**src/rtl/tdm_demux8.sv**
```systemverilog
// tdm_demux8: receive side of an N_CH:1 TDM link; assembles one bit per enabled slot
// into a parallel word, published with a one-cycle valid strobe when the frame completes.
module tdm_demux8 #(
    parameter int N_CH  = 8,
    parameter int SEL_W = 3
) (
    input  logic             clk,
    input  logic             rst,
    input  logic             en,
    input  logic             frame,
    input  logic             din,
    output logic [N_CH-1:0]  Q,
    output logic             valid,
    output logic             sync_err,
    output logic [SEL_W-1:0] slot,
    output logic             busy
);
    typedef enum logic {IDLE, RECV} state_t;

    state_t            state, state_n;
    logic [N_CH-1:0]   shadow, shadow_n, q_n;
    logic [SEL_W-1:0]  slot_n;
    logic              valid_n, err_n;

    always_ff @(posedge clk) begin
        if (rst) begin
            state    <= IDLE;
            shadow   <= '0;
            Q        <= '0;
            slot     <= '0;
            valid    <= 1'b0;
            sync_err <= 1'b0;
        end else begin
            state    <= state_n;
            shadow   <= shadow_n;
            Q        <= q_n;
            slot     <= slot_n;
            valid    <= valid_n;
            sync_err <= err_n;
        end
    end

    // A frame marker always restarts at slot 0; mid-frame it also flags the dropped word.
    always_comb begin
        state_n  = state;
        shadow_n = shadow;
        q_n      = Q;
        slot_n   = slot;
        valid_n  = 1'b0;
        err_n    = 1'b0;
        if (en) begin
            if (frame) begin
                shadow_n[0] = din;
                slot_n      = SEL_W'(1);
                state_n     = RECV;
                err_n       = (state == RECV);
            end else if (state == RECV) begin
                if (slot == SEL_W'(N_CH-1)) begin
                    q_n     = {din, shadow[N_CH-2:0]};
                    valid_n = 1'b1;
                    slot_n  = '0;
                    state_n = IDLE;
                end else begin
                    shadow_n[slot] = din;
                    slot_n         = slot + SEL_W'(1);
                end
            end
        end
    end

    assign busy = (state == RECV);
endmodule

```
**config.mk**
```make
export PLATFORM = sky130hd
export DESIGN_NAME = tdm_demux8
export DESIGN_NICKNAME = d
export VERILOG_FILES = /design/src/rtl/tdm_demux8.sv
export SDC_FILE = /design/constraint.sdc
export NUM_CORES = 1
export LEC_CHECK = 0
export ABC_CLOCK_PERIOD_IN_PS = 2060
export CAP_MARGIN = 30
export CELL_PAD_IN_SITES_DETAIL_PLACEMENT = 1
export CELL_PAD_IN_SITES_GLOBAL_PLACEMENT = 2
export CORE_MARGIN = 2
export CORE_UTILIZATION = 35
export DETAILED_ROUTE_END_ITERATION = 16
export DONT_BUFFER_PORTS = 1
export PLACE_DENSITY_LB_ADDON = 0.1
export SLEW_MARGIN = 25
export SYNTH_ARGS = -nofsm -noshare
export SYNTH_HDL_FRONTEND = slang
export SYNTH_SLANG_ARGS = --single-unit
```
**constraint.sdc**
```tcl
create_clock -name clk -period 2.06 [get_ports clk]
set_input_delay 0.309 -clock clk [delete_from_list [all_inputs] [get_ports clk]]
set_output_delay 0.309 -clock clk [all_outputs]
set_load 0.02 [all_outputs]
```
==> run_results.csv, run 1 <==
group,metric,value,unit
outcome,run_status,"finished clean",
power_and_ir_drop,p_switching,156,µW
detailed_routing,drt_first_pass_iters,4,
place,globalplace.congestion,0.675,
clock_network,cts.root.buffer_cell,"sky130_fd_sc_hd__clkbuf_4",
power_and_ir_drop,clock_power_share,0.312,
timing,final_critical_path_setup_slack,345,ps
timing,final_period_minus_worst_setup_slack,1710,ps
worst_setup_path,worst_r2r_path_depth,4,
grt,vias_in_the_first_global_route,675,
finish,final_common_cell,"sky130_fd_sc_hd__nand2_1",
timing,timing_worst_slew_pin_value,448,ps
clock_network,clock_tree.buffer_depth,2,
worst_setup_path,crit_path_start,"slot[2]",
worst_setup_path,cp-end-kind,"flop",
worst_setup_path,slowest_stage,"sky130_fd_sc_hd__dfxtp_1",
worst_setup_path,critical_path_buf_inv_count,0,
logic_synthesis,yosys_register_bits,21,
power_and_ir_drop,irDropWorstVdd,311,µV
grt,global_route_congestion_overflow_total,0,
die,floorplan.die_area,2920,µm²
worst_setup_path,type_of_the_worst_setup_path,"reg -> reg",
detailed_routing,post_drt_via_cell_ratio,5.24,
power_and_ir_drop,pwr_dens,700,nW/µm²
timing,worst_case_headroom_to_the_max_slew_limit,0.700,
place,placed_cells,124,
finish,filler_cell_count,291,
detailed_routing,postRouteAntennaNets,0,
place,post-dp-hpwl,1280,µm
finish,synth_to_layout_area_growth,6.56,%
die,die_h,54.1,µm
clock_network,ctsHtreeMaxLevel,1,
worst_setup_path,r2r_end,"Q[6]",
timing,setup_violations,0,
worst_setup_path,cp.depth,4,
run,maxCapViolations,0,
clock_network,clk-insertion-delay-late,310,ps
timing,hold_viol,0,
clock_network,post-cts-setup-buffer-count,0,
logic_synthesis,synth_top_cells_by_area,"sky130_fd_sc_hd__dfxtp_1, sky130_fd_sc_hd__nand2_1, sky130_fd_sc_hd__mux2i_1, sky130_fd_sc_hd__a21oi_1, sky130_fd_sc_hd__nand2b_1",
die,floorplan.rows,18,
power_and_ir_drop,p_int,499,µW
finish,footprint_of_the_multi_input_gates,434,µm²
detailed_routing,drtIter0Drc,5,
place,dpl_cell_area,907,µm²
timing,fmax,583,MHz
die,ioPinCount,19,
logic_synthesis,mappedNetlistArea,877,µm²
worst_setup_path,critical_path.endpoint,"Q[6]",
clock_network,post_cts_resize_count,0,
finish,most-common-layout-cells,"sky130_fd_sc_hd__nand2_1, sky130_fd_sc_hd__dfxtp_1, sky130_fd_sc_hd__a21oi_1",
clock_network,cts_hold_repair.buffers,0,
power_and_ir_drop,power.share.sequential,0.638,
power_and_ir_drop,cell_leakage_power,0.000363,µW
logic_synthesis,yosysTopAreaCellShare,0.479,
clock_network,tritoncts,"yes",
logic_synthesis,synth_warnings,0,
worst_setup_path,critPathTopFamily,"simple AND/OR/NAND/NOR gates",
grt,first_pass_grt_wire_length,3040,µm
worst_setup_path,reg2reg_slack,350,ps
timing,max_slew_violation_total_from_the_final_report,0,
die,core_region_area,2430,µm²
finish,stdcell_area,935,µm²
clock_network,clk_pin_slew_worst_paths,130,ps
logic_synthesis,yosysTopAreaCell,"sky130_fd_sc_hd__dfxtp_1",
place,placement.io_buffers,0,
worst_setup_path,crit_path_max_incr_delay,570,ps
timing,tns,0,ps
min_path,hold_path_class,"in -> reg",
worst_setup_path,start_kind,"flop",
worst_setup_path,critical_r2r_launch,"slot[2]",
logic_synthesis,netlist-cell-type-count,20,
worst_setup_path,crit_path_cell_trace,"ha_1 -> nand4b_1 -> nand2_1 -> a21oi_1",
grt,number_of_antenna_violations_at_the_first_check_in_global_routing,0,
detailed_routing,drt-total-wl,1870,µm
finish,stdcell_count,128,
finish,layout-drive-gt1-share,0.0918,
detailed_routing,num_vias,671,
die,die_width,54.1,µm
place,place_worst_setup_slack,318,ps
worst_setup_path,cp_data_required_time,2280,ps
logic_synthesis,synth_seq_area_share,0.479,
clock_network,numClockSinks,21,
logic_synthesis,syn_area_per_cell,9.04,µm²
grt,grt_util_all_layers,0.148,
timing,final.setup_skew,8.65,ps
finish,nets,106,
die,initial_core_util,0.361,
clock_network,tritoncts.num_buffers,3,
finish,sequential_cell_area,420,µm²
logic_synthesis,synthCells,97,
power_and_ir_drop,comb_power_share,0.049,
detailed_routing,routedWlPerCell,14.6,µm
worst_setup_path,timing.critical_path.arrival,1930,ps
worst_setup_path,path_max_fanout,9,
detailed_routing,drc_errors,0,
finish,antennaDiodeCount,0,
logic_synthesis,synth.net_count,104,
power_and_ir_drop,netSwitchingFraction,0.238,
min_path,worst_hold_path.num_cells,1,
timing,final_min_period_over_clock_period,0.832,
grt,grt_max_degree,23,
timing,rsz0062_at_grt,"no",
==> area by class of cell <==
class,count,share of cell area
sequential,21,0.450
clock inverter,1,0.00535
clock buffer,3,0.0241
tap,30,0.0402
timing repair buffer,2,0.0161
multi-input combinational,71,0.465
==> cells in the mapped netlist, drive strengths merged <==
cell and count:
or4 1, o21ai 3, dfxtp 21, nand4 1
nand3 2, and4bb 1, nor3b 3, nor2 4
buf 3, mux2i 7, nand2b 8, a21oi 10
nand4b 3, nand2 22, and4b 1, ha 2
a22oi 2, and3b 1, clkbuf 2
==> worst min-delay path by stage <==
stage,from,endpoint
global route,rst,Q[2]
floorplan,shadow[0],Q[0]
CTS,rst,Q[4]
detailed placement,rst,Q[7]
finish,rst,Q[4]
global placement,rst,Q[4]
==> power groups by stage <==
| stage | Clock, µW | Combinational [µW] | Sequential (µW) |
|---|---|---|---|
| after floorplan | 0 | 26.6 | 430 |
| after global placement | 0 | 31.6 | 427 |
| after detailed placement | 0 | 32.2 | 427 |
| after CTS | 218 | 32.3 | 418 |
| after global routing | 229 | 35.5 | 419 |
| final | 204 | 32.2 | 418 |
==> routing by layer <==
layer	vias to the layer above	wire length, µm	part of all wire	GRT usage
li1	342	-	-	-
met1	314	893	0.48	0.175
met2	13	857	0.46	0.250
met3	2	95	0.051	0.0333
met4	0	20	0.011	0.0750
met5	-	0	0	0
==> metrics by stage <==
step	hold WS [ps]	total power [µW]	util
floorplan	432	456	-
detailed placement	382	459	0.373
finish	44.0	654	0.384
CTS	32.6	668	0.384
global placement	381	458	0.373
global route	25.6	684	0.384
==> kinds of logic after synthesis <==
group / Yosys count / share of synthesized area
mux: 7 / 0.0799
simple gates: 47 / 0.291
compound gates: 15 / 0.0956
flops: 21 / 0.479
fa+ha+maj: 2 / 0.0285
buf+inv: 5 / 0.0257
==> state kept, by name, summed over array words and instances (netlist names) <==
signal and flops:
Q 8, shadow 7, slot 3, busy 1, sync_err 1, valid 1
Power figures use the tool's default switching activity.
==> run 2, diff against run 1 <==
Settings changed: ABC_CLOCK_PERIOD_IN_PS 2060 to 1600.
Clock period 2.06 ns to 1.6 ns, I/O delays scaled along.
==> run_results.csv, run 2 (synthesis gave the netlist of run 1 again) <==
group,metric,value,unit
clock_network,clk_pin_slew_worst_paths,120,ps
timing,fmax,666,MHz
power_and_ir_drop,p_switching,202,µW
power_and_ir_drop,cell_leakage_power,0.000378,µW
die,die_h,54.1,µm
detailed_routing,post_drt_via_cell_ratio,5.36,
timing,rsz0062_at_grt,"no",
timing,max_slew_violation_total_from_the_final_report,0,
worst_setup_path,cp_data_required_time,1850,ps
timing,timing_worst_slew_pin_value,546,ps
power_and_ir_drop,power.share.sequential,0.631,
detailed_routing,drt_first_pass_iters,4,
timing,final_period_minus_worst_setup_slack,1500,ps
clock_network,tritoncts,"yes",
die,core_region_area,2430,µm²
worst_setup_path,slowest_stage,"sky130_fd_sc_hd__or4_4",
run,maxCapViolations,0,
finish,antennaDiodeCount,0,
grt,number_of_antenna_violations_at_the_first_check_in_global_routing,0,
place,globalplace.congestion,0.720,
outcome,run_status,"finished clean",
clock_network,clk-insertion-delay-late,310,ps
power_and_ir_drop,comb_power_share,0.063,
clock_network,post-cts-setup-buffer-count,0,
finish,filler_cell_count,290,
worst_setup_path,cp-end-kind,"flop",
timing,hold_viol,0,
detailed_routing,num_vias,708,
grt,grt_util_all_layers,0.159,
finish,stdcell_area,1000,µm²
worst_setup_path,type_of_the_worst_setup_path,"reg -> reg",
detailed_routing,drtIter0Drc,19,
detailed_routing,drt-total-wl,1940,µm
detailed_routing,postRouteAntennaNets,0,
grt,vias_in_the_first_global_route,676,
detailed_routing,drc_errors,0,
finish,final_common_cell,"sky130_fd_sc_hd__nand2_1",
power_and_ir_drop,clock_power_share,0.306,
finish,layout-drive-gt1-share,0.157,
clock_network,cts_hold_repair.buffers,1,
die,initial_core_util,0.361,
timing,tns,0,ps
finish,synth_to_layout_area_growth,14.0,%
finish,most-common-layout-cells,"sky130_fd_sc_hd__nand2_1, sky130_fd_sc_hd__dfxtp_1, sky130_fd_sc_hd__a21oi_1",
place,post-dp-hpwl,1330,µm
finish,largest_register_ffs,8,
place,dpl_cell_area,962,µm²
finish,largestRegisters,"Q: 8 flops, shadow: 7 flops, slot: 3 flops",
die,floorplan.rows,18,
grt,grt_max_degree,15,
die,die_width,54.1,µm
die,floorplan.die_area,2920,µm²
worst_setup_path,path_max_fanout,8,
power_and_ir_drop,netSwitchingFraction,0.238,
place,placement.io_buffers,0,
timing,setup_violations,0,
min_path,hold_path_class,"in -> reg",
grt,global_route_congestion_overflow_total,0,
power_and_ir_drop,irDropWorstVdd,546,µV
worst_setup_path,critical_path_buf_inv_count,0,
grt,first_pass_grt_wire_length,3220,µm
worst_setup_path,critPathTopFamily,"simple AND/OR/NAND/NOR gates",
finish,max_flop_register,"Q",
finish,nets,110,
worst_setup_path,crit_path_max_incr_delay,410,ps
clock_network,tritoncts.num_buffers,3,
power_and_ir_drop,p_int,645,µW
clock_network,ctsHtreeMaxLevel,1,
timing,worst_case_headroom_to_the_max_slew_limit,0.635,
worst_setup_path,start_kind,"flop",
clock_network,post_cts_resize_count,0,
clock_network,clock_tree.buffer_depth,2,
timing,final.setup_skew,12.1,ps
worst_setup_path,crit_path_cell_trace,"ha_4 -> ha_4 -> or4_4 -> o21ai_2 -> mux2i_1",
worst_setup_path,cpMostUsedCell,"sky130_fd_sc_hd__ha_4",
power_and_ir_drop,pwr_dens,847,nW/µm²
worst_setup_path,timing.critical_path.arrival,1760,ps
die,ioPinCount,19,
clock_network,cts.root.buffer_cell,"sky130_fd_sc_hd__clkbuf_4",
clock_network,numClockSinks,21,
timing,final_min_period_over_clock_period,0.939,
detailed_routing,routedWlPerCell,14.7,µm
[run 2: routing by layer]
layer  wire (µm)  track usage  part of all wire
met5           0            0                 0
met4          23       0.0500             0.012
met3          82       0.0500             0.042
met2         944        0.252              0.49
met1         892        0.205              0.46
[run 2: area by class of cell]
type,instances,area (µm²),area share
Multi-Input combinational cell,71,459,0.459
Clock inverter,1,5.00,0.00501
Sequential cell,21,428,0.428
Timing Repair Buffer,6,47.5,0.0476
Clock buffer,3,22.5,0.0225
Tap cell,30,37.5,0.0375
[run 2: worst paths after layout]
kind | start | to | slack [ps] | cells past startpoint
min reg2reg | shadow[2] | Q[2] | 460 | 2
max | slot[1] | shadow[0] | 100 | 5
max reg2reg | slot[1] | shadow[0] | 100 | 5
min | din | Q[7] | 50 | 2
[run 2: power groups by stage]
stage               clock, µW  sequential (µW)  combinational [µW]
floorplan                   0              552                34.7
global placement            0              545                46.4
detailed placement          0              546                47.0
CTS                       270              534                54.7
global route              302              535                59.6
finish                    259              534                53.4
[run 2: worst reg2reg max path: cells and delay by family (launching register included)]
family          cells  cell delay [ps]
compound gates      1              160
fa+ha+maj           2              340
flops               1              370
mux                 1              180
simple gates        1              410
[run 2: through the flow]
stage          total power, µW  cells  hold WS [ps]   util  setup slack [ps]
6_report                   846    132          45.3  0.411              97.9
5_1_grt                    897    132          39.8  0.411              29.4
4_1_cts                    859    132          36.6  0.411              80.3
3_5_place_dp               593    127           312  0.396              94.0
3_3_place_gp               592    127           307  0.396               128
2_1_floorplan              587     97           376      -              4.94
